===== src/rtl/ctrl_pkg.sv =====
// Shared types for the decode queue: the registered control bundle, RV32I opcodes
// and the immediate-format selector codes consumed by the execute stage.
package ctrl_pkg;

    typedef struct packed {
        logic       Branch;
        logic       jumpSrc;
        logic       jalrSrc;
        logic [1:0] resultSrc;
        logic       memWrite;
        logic       aluSrc;
        logic       aluSrcA_pc;
        logic [2:0] immSrc;
        logic       regWrite;
        logic [1:0] aluOp;
        logic [2:0] sizeSrc;
        logic       illegal;
    } ctrl_t;

    localparam logic [6:0] OPC_JAL    = 7'b1101111;
    localparam logic [6:0] OPC_JALR   = 7'b1100111;
    localparam logic [6:0] OPC_BRANCH = 7'b1100011;
    localparam logic [6:0] OPC_LOAD   = 7'b0000011;
    localparam logic [6:0] OPC_STORE  = 7'b0100011;
    localparam logic [6:0] OPC_OPIMM  = 7'b0010011;
    localparam logic [6:0] OPC_OP     = 7'b0110011;
    localparam logic [6:0] OPC_LUI    = 7'b0110111;
    localparam logic [6:0] OPC_AUIPC  = 7'b0010111;

    localparam logic [2:0] IMM_I = 3'b000;
    localparam logic [2:0] IMM_S = 3'b001;
    localparam logic [2:0] IMM_B = 3'b010;
    localparam logic [2:0] IMM_J = 3'b011;
    localparam logic [2:0] IMM_U = 3'b100;

endpackage


===== src/rtl/ctrl_decode_comb.sv =====
// Pure combinational main decoder: opcode/funct3 -> control bundle.
// Any illegal encoding collapses the bundle to all-zero with only the illegal flag set.
module ctrl_decode_comb
    import ctrl_pkg::*;
(
    input  logic [6:0] opcode_i,
    input  logic [2:0] funct3_i,
    output ctrl_t      ctrl_o
);

    logic bad;

    always_comb begin
        ctrl_o = '0;
        bad    = 1'b0;
        unique case (opcode_i)
            OPC_JAL: begin
                ctrl_o.regWrite  = 1'b1;
                ctrl_o.aluSrc    = 1'b1;
                ctrl_o.immSrc    = IMM_J;
                ctrl_o.resultSrc = 2'b10;
                ctrl_o.jumpSrc   = 1'b1;
            end
            OPC_JALR: begin
                ctrl_o.regWrite  = 1'b1;
                ctrl_o.aluSrc    = 1'b1;
                ctrl_o.immSrc    = IMM_I;
                ctrl_o.resultSrc = 2'b10;
                ctrl_o.jumpSrc   = 1'b1;
                ctrl_o.jalrSrc   = 1'b1;
            end
            OPC_BRANCH: begin
                ctrl_o.Branch = 1'b1;
                ctrl_o.immSrc = IMM_B;
                ctrl_o.aluOp  = 2'b01;
            end
            OPC_LOAD: begin
                ctrl_o.regWrite  = 1'b1;
                ctrl_o.aluSrc    = 1'b1;
                ctrl_o.immSrc    = IMM_I;
                ctrl_o.resultSrc = 2'b01;
                ctrl_o.sizeSrc   = funct3_i;
                // lb/lh/lw/lbu/lhu only
                bad = !(funct3_i inside {3'b000, 3'b001, 3'b010, 3'b100, 3'b101});
            end
            OPC_STORE: begin
                ctrl_o.memWrite = 1'b1;
                ctrl_o.aluSrc   = 1'b1;
                ctrl_o.immSrc   = IMM_S;
                ctrl_o.sizeSrc  = funct3_i;
                bad = (funct3_i > 3'b010);
            end
            OPC_OPIMM: begin
                ctrl_o.regWrite = 1'b1;
                ctrl_o.aluSrc   = 1'b1;
                ctrl_o.immSrc   = IMM_I;
                ctrl_o.aluOp    = 2'b10;
            end
            OPC_OP: begin
                ctrl_o.regWrite = 1'b1;
                ctrl_o.aluOp    = 2'b10;
            end
            OPC_LUI: begin
                ctrl_o.regWrite = 1'b1;
                ctrl_o.aluSrc   = 1'b1;
                ctrl_o.immSrc   = IMM_U;
                ctrl_o.aluOp    = 2'b11;
            end
            OPC_AUIPC: begin
                ctrl_o.regWrite   = 1'b1;
                ctrl_o.aluSrc     = 1'b1;
                ctrl_o.aluSrcA_pc = 1'b1;
                ctrl_o.immSrc     = IMM_U;
                ctrl_o.aluOp      = 2'b00;
            end
            default: bad = 1'b1;
        endcase
        if (bad) begin
            ctrl_o         = '0;
            ctrl_o.illegal = 1'b1;
        end
    end

endmodule


===== src/rtl/decode_ctrl_queue.sv =====
// Buffered decoder: decodes accepted instructions and queues control + operand fields
// in a DEPTH-entry FIFO toward execute; counts illegal instructions, supports flush.
module decode_ctrl_queue
    import ctrl_pkg::*;
#(
    parameter int ADDR_W = 32,
    parameter int DEPTH  = 2,
    parameter int CNT_W  = 8
) (
    input  logic              clk,
    input  logic              rst_n,
    input  logic              flush,
    input  logic              in_valid,
    output logic              in_ready,
    input  logic [31:0]       instr,
    input  logic [ADDR_W-1:0] pc,
    output logic              out_valid,
    input  logic              out_ready,
    output ctrl_t             out_ctrl,
    output logic [ADDR_W-1:0] out_pc,
    output logic [4:0]        out_rd,
    output logic [4:0]        out_rs1,
    output logic [4:0]        out_rs2,
    output logic [2:0]        out_funct3,
    output logic [CNT_W-1:0]  illegal_cnt
);

    // Handshake: a beat transfers on any rising edge where valid && ready are both high;
    // valid never depends on ready, and ready is withdrawn for the whole flush cycle.

    localparam int PTR_W   = (DEPTH > 1) ? $clog2(DEPTH) : 1;
    localparam int CNT_B   = $clog2(DEPTH + 1);
    localparam int ENTRY_W = $bits(ctrl_t) + ADDR_W + 18;
    localparam logic [PTR_W-1:0] LAST_PTR = PTR_W'(DEPTH - 1);
    localparam logic [CNT_B-1:0] FULL_CNT = CNT_B'(DEPTH);

    logic [ENTRY_W-1:0] mem_q [DEPTH];
    logic [PTR_W-1:0]   rd_ptr_q, rd_ptr_d, wr_ptr_q, wr_ptr_d;
    logic [CNT_B-1:0]   count_q, count_d;
    logic [CNT_W-1:0]   illegal_cnt_q, illegal_cnt_d;
    ctrl_t              dec_ctrl;
    logic               push, pop;
    logic               unused_instr_bits;

    ctrl_decode_comb u_decode (
        .opcode_i (instr[6:0]),
        .funct3_i (instr[14:12]),
        .ctrl_o   (dec_ctrl)
    );

    assign unused_instr_bits = ^instr[31:25];

    assign in_ready  = (count_q != FULL_CNT) && !flush;
    assign out_valid = (count_q != '0);
    assign push      = in_valid && in_ready;
    assign pop       = out_valid && out_ready && !flush;

    assign {out_ctrl, out_pc, out_rd, out_rs1, out_rs2, out_funct3} = mem_q[rd_ptr_q];
    assign illegal_cnt = illegal_cnt_q;

    always_comb begin
        rd_ptr_d      = rd_ptr_q;
        wr_ptr_d      = wr_ptr_q;
        count_d       = count_q;
        illegal_cnt_d = illegal_cnt_q;
        if (flush) begin
            rd_ptr_d = '0;
            wr_ptr_d = '0;
            count_d  = '0;
        end else begin
            // explicit wrap keeps non-power-of-two depths correct
            if (push) wr_ptr_d = (wr_ptr_q == LAST_PTR) ? '0 : wr_ptr_q + 1'b1;
            if (pop)  rd_ptr_d = (rd_ptr_q == LAST_PTR) ? '0 : rd_ptr_q + 1'b1;
            if (push && !pop) count_d = count_q + 1'b1;
            if (pop && !push) count_d = count_q - 1'b1;
            if (push && dec_ctrl.illegal && (illegal_cnt_q != '1))
                illegal_cnt_d = illegal_cnt_q + 1'b1;
        end
    end

    always_ff @(posedge clk or negedge rst_n) begin
        if (!rst_n) begin
            rd_ptr_q      <= '0;
            wr_ptr_q      <= '0;
            count_q       <= '0;
            illegal_cnt_q <= '0;
            for (int i = 0; i < DEPTH; i++) mem_q[i] <= '0;
        end else begin
            rd_ptr_q      <= rd_ptr_d;
            wr_ptr_q      <= wr_ptr_d;
            count_q       <= count_d;
            illegal_cnt_q <= illegal_cnt_d;
            if (push) mem_q[wr_ptr_q] <= {dec_ctrl, pc, instr[11:7], instr[19:15], instr[24:20], instr[14:12]};
        end
    end

endmodule


===== config.mk =====
export PLATFORM = sky130hd
export DESIGN_NAME = decode_ctrl_queue
export DESIGN_NICKNAME = d
export VERILOG_FILES = /design/src/rtl/ctrl_pkg.sv /design/src/rtl/ctrl_decode_comb.sv /design/src/rtl/decode_ctrl_queue.sv
export SDC_FILE = /design/constraint.sdc
export NUM_CORES = 1
export LEC_CHECK = 0
export ABC_AREA = 1
export CORE_MARGIN = 1.5
export CORE_UTILIZATION = 55
export CTS_CLUSTER_DIAMETER = 80
export CTS_CLUSTER_SIZE = 20
export DETAILED_ROUTE_END_ITERATION = 6
export PLACE_DENSITY = 0.89
export RECOVER_POWER = 25
export SLEW_MARGIN = 20
export SYNTH_ARGS = -nofsm -noshare
export SYNTH_HDL_FRONTEND = slang
export SYNTH_SLANG_ARGS = --single-unit

===== constraint.sdc =====
create_clock -name clk -period 2.6 [get_ports clk]
set_input_delay 0.52 -clock clk [delete_from_list [all_inputs] [get_ports clk]]
set_output_delay 0.52 -clock clk [all_outputs]
set_load 0.05 [all_outputs]

==> metrics.md <==
| Metric | Value |
|---|---|
| Status | `completed` |
| Clock Tree Root | `clkbuf_16` |
| # setup viols final | `0` |
| GR Overflow Total | `0` |
| Post-layout nets | `around 1,100` |
| Final WL | `~16 mm` |
| Cell count of the worst reg-to-reg path | `7` |
| Top post-synthesis cells by area | `dfrtp_1 (54%), nand2_1 (21%), o21ai_0 (7.7%), inv_1 (4.4%), o21ai_1 (2.3%)` |
| Max_cap viols | `0` |
| First-pass GRT wire length | `about 26 mm` |
| Placer Congestion | `0.861` |
| Pins Over Slew Limit | `0` |
| Reg2Reg Setup Slack | `0.98 ns` |
| Cell taking the most area after synthesis | `dfrtp_1` |
| Die span in x | `115 um` |
| Unique masters post-synth | `31` |
| Setup Buffers After CTS | `0` |
| CTS tree | `yes` |
| CP Data Required Time | `2.08 ns` |
| Num Clock Sinks | `~150` |
| Gr usage total | `about 25%` |
| TritonRoute pass-1 iters | `5` |
| Die H | `115 um` |
| N_diodes | `0` |
| Antenna-violating nets left | `0` |
| Final Hold Fails | `0` |
| Worst VDD drop | `about 0.00083 V` |
| I/O Buffers | `~140` |
| Num ports | `between 100 and 150` |
| DP Area | `8700 um2` |
| Post-cts gate resize count | `0` |
| Register area share after synthesis | `a little over half` |
| Layout cells sized above 1 | `between 10% and 20%` |
| Warnings from Yosys | `0` |
| Initial Util | `56.6%` |
| CP startpoint kind | `flop` |
| Area Overhead vs Synth | `34.8%` |
| Fin crit period | `approximately 2.4 ns` |
| Final Cell Area | `9250 um2` |
| Syn avg cell area | `just under 8 um2` |
| Synth top area share | `54.0%` |
| Sw frac | `a little over two fifths` |
| Synthesized area | `6860 um2` |
| FF+latch count, synth | `~150` |
| Commonest cells after routing, fill and taps aside | `nand2_1 (390), dfrtp_1 (147), o21ai_0 (105)` |
| HP Class | `primary input to asynchronous set/reset pin` |
| Seq pwr share | `about a third` |
| Part of the power in combinational logic | `a little under half` |
| Number of vias per cell | `5.10` |
| CP max FO | `4` |
| Largest net degree at the start of global routing | `between 60 and 70` |
| Reg clk slew, reported paths | `roughly 0.060 ns` |
| F_max | `just over 400 MHz` |
| H-tree Lvls | `4` |
| Pwr/cell area | `roughly 1200 nW/um2` |
| Clk pwr share | `a little over a fifth` |
| Die area | `~13,000 um2` |
| Rows | `40` |
| Number of synthesized flops with an enable pin | `0` |
| Cells after Synth | `875` |
| DRC | `0` |
| Vias in the first global route | `between 5,000 and 6,000` |
| Setup TNS | `0 ns` |
| Ys async rst share | `100%` |
| Net count after synthesis | `around 950` |
| Critical Path Sink Type | `output port` |
| Worst Skew | `between 0.008 and 0.009 ns` |
| Psw | `4.63 mW` |
| FF-to-FF End | `mem_q[25]$_DFFE_PN0P_` |
| DR WL/cell | `13.4 um` |
| Final Cycle Share | `roughly 90%` |
| Initial antenna violation count | `0` |
| Total CTS buffers | `17` |
| Worst skew pair latency | `approximately 0.4 ns` |
| Slew @ Worst Pin | `1.27 ns` |
| RSZ-0062 raised after global routing | `false` |
| Detailed placement HPWL | `roughly 10 mm` |
| Int Pwr | `6.31 mW` |
| Commonest non-fill, non-tap cell in the layout | `nand2_1` |
| Max_slew headroom | `about 15%` |
| Reg2reg start | `count_q[1]$_DFFE_PN0P_` |
| Hold-fix buffers at CTS | `0` |
| Critical path class | `flop to output port` |
| Most used DFF post-synth | `dfrtp_1` |
| Leakage | `about 4.5 nW` |
| DR iter-0 viols | `between 500 and 600` |
| Critical Path AT | `1.89 ns` |
| Bufs on Longest Clock Path | `2` |
| DR vias | `~6,000` |
| Core Box Area | `12,100 um2` |
==> worst max path at each step <==
stage,from,end,slack [ns],depth (start not counted)
5_1_grt,count_q[1]$_DFFE_PN0P_,out_valid,0.14,2
2_1_floorplan,rd_ptr_q$_DFFE_PN0P_,out_ctrl[15],0.18,3
4_1_cts,count_q[1]$_DFFE_PN0P_,out_valid,0.17,2
3_3_place_gp,instr[0],illegal_cnt[4]$_DFFE_PN0P_,0.30,10
6_report,count_q[1]$_DFFE_PN0P_,out_valid,0.19,2
3_5_place_dp,instr[6],illegal_cnt[1]$_DFFE_PN0P_,0.21,10
==> final cells by class <==
| class | count | area, um2 |
|---|---|---|
| Multi-Input combinational cell | 598 | 2610 |
| Clock inverter | 8 | 75.1 |
| Fill cell | 812 | 2870 |
| Timing Repair Buffer | 149 | 1830 |
| Inverter | 86 | 323 |
| Tap cell | 168 | 210 |
| Sequential cell | 148 | 3710 |
| Clock buffer | 23 | 488 |
==> worst max-delay path, cell delays in order (launching register included) <==
cell and delay (ns):
dfrtp_1 0.43, or2_2 0.34, clkdlybuf4s50_1 0.71
==> stage by stage <==
stage               power (mW)  worst slack (ns)  hold WS [ns]  cells  util [%]
floorplan                 6.69             0.178         0.224    875         -
global placement          8.54             0.299         0.454   1149      71.8
detailed placement        8.67             0.214         0.458   1149      71.8
CTS                       11.0             0.175        0.0361   1180      76.5
global route              11.5             0.139        0.0376   1180      76.3
finish                    10.9             0.193        0.0118   1180      76.3
==> state kept, by name, indices dropped and copies added (netlist names) <==
register,flops
mem_q,136
illegal_cnt,8
count_q,2
rd_ptr_q,1
wr_ptr_q,1
==> logic make-up after synthesis <==
kind of cell / synth area share, %
flip-flops: 54.0
buffers and inverters: 7.90
XOR/XNOR: 0.894
adder cells (fa/ha/maj): 0.182
AO/OA/AOI/OAI: 11.3
AND/OR/NAND/NOR: 25.7
==> cells in the mapped netlist (4+ instances only) <==
cell / instances
nor2_1: 18
inv_1: 81
nand4_1: 5
o21ai_0: 105
dfrtp_1: 148
nand2_1: 390
inv_2: 5
clkbuf_1: 19
buf_4: 6
o21ai_1: 31
xor2_1: 5
buf_2: 16
nand2_2: 4
nand3_1: 15
==> power by group through the flow <==
stage	Sequential, mW	Clock (mW)	Combinational, mW
2_1_floorplan	3.53	0	3.15
3_3_place_gp	3.50	0	5.04
3_5_place_dp	3.54	0	5.13
4_1_cts	3.51	2.34	5.17
5_1_grt	3.61	2.44	5.46
6_report	3.51	2.32	5.12
==> metal layers <==
layer / GRT usage [%] / vias to the layer above / routed length, um
li1: - / 2967 / -
met1: 32.3 / 2856 / 6750
met2: 42.1 / 176 / 7930
met3: 6.14 / 18 / 945
met4: 8.17 / 0 / 179
met5: 0 / - / 0
Power figures use the tool's default switching activity.
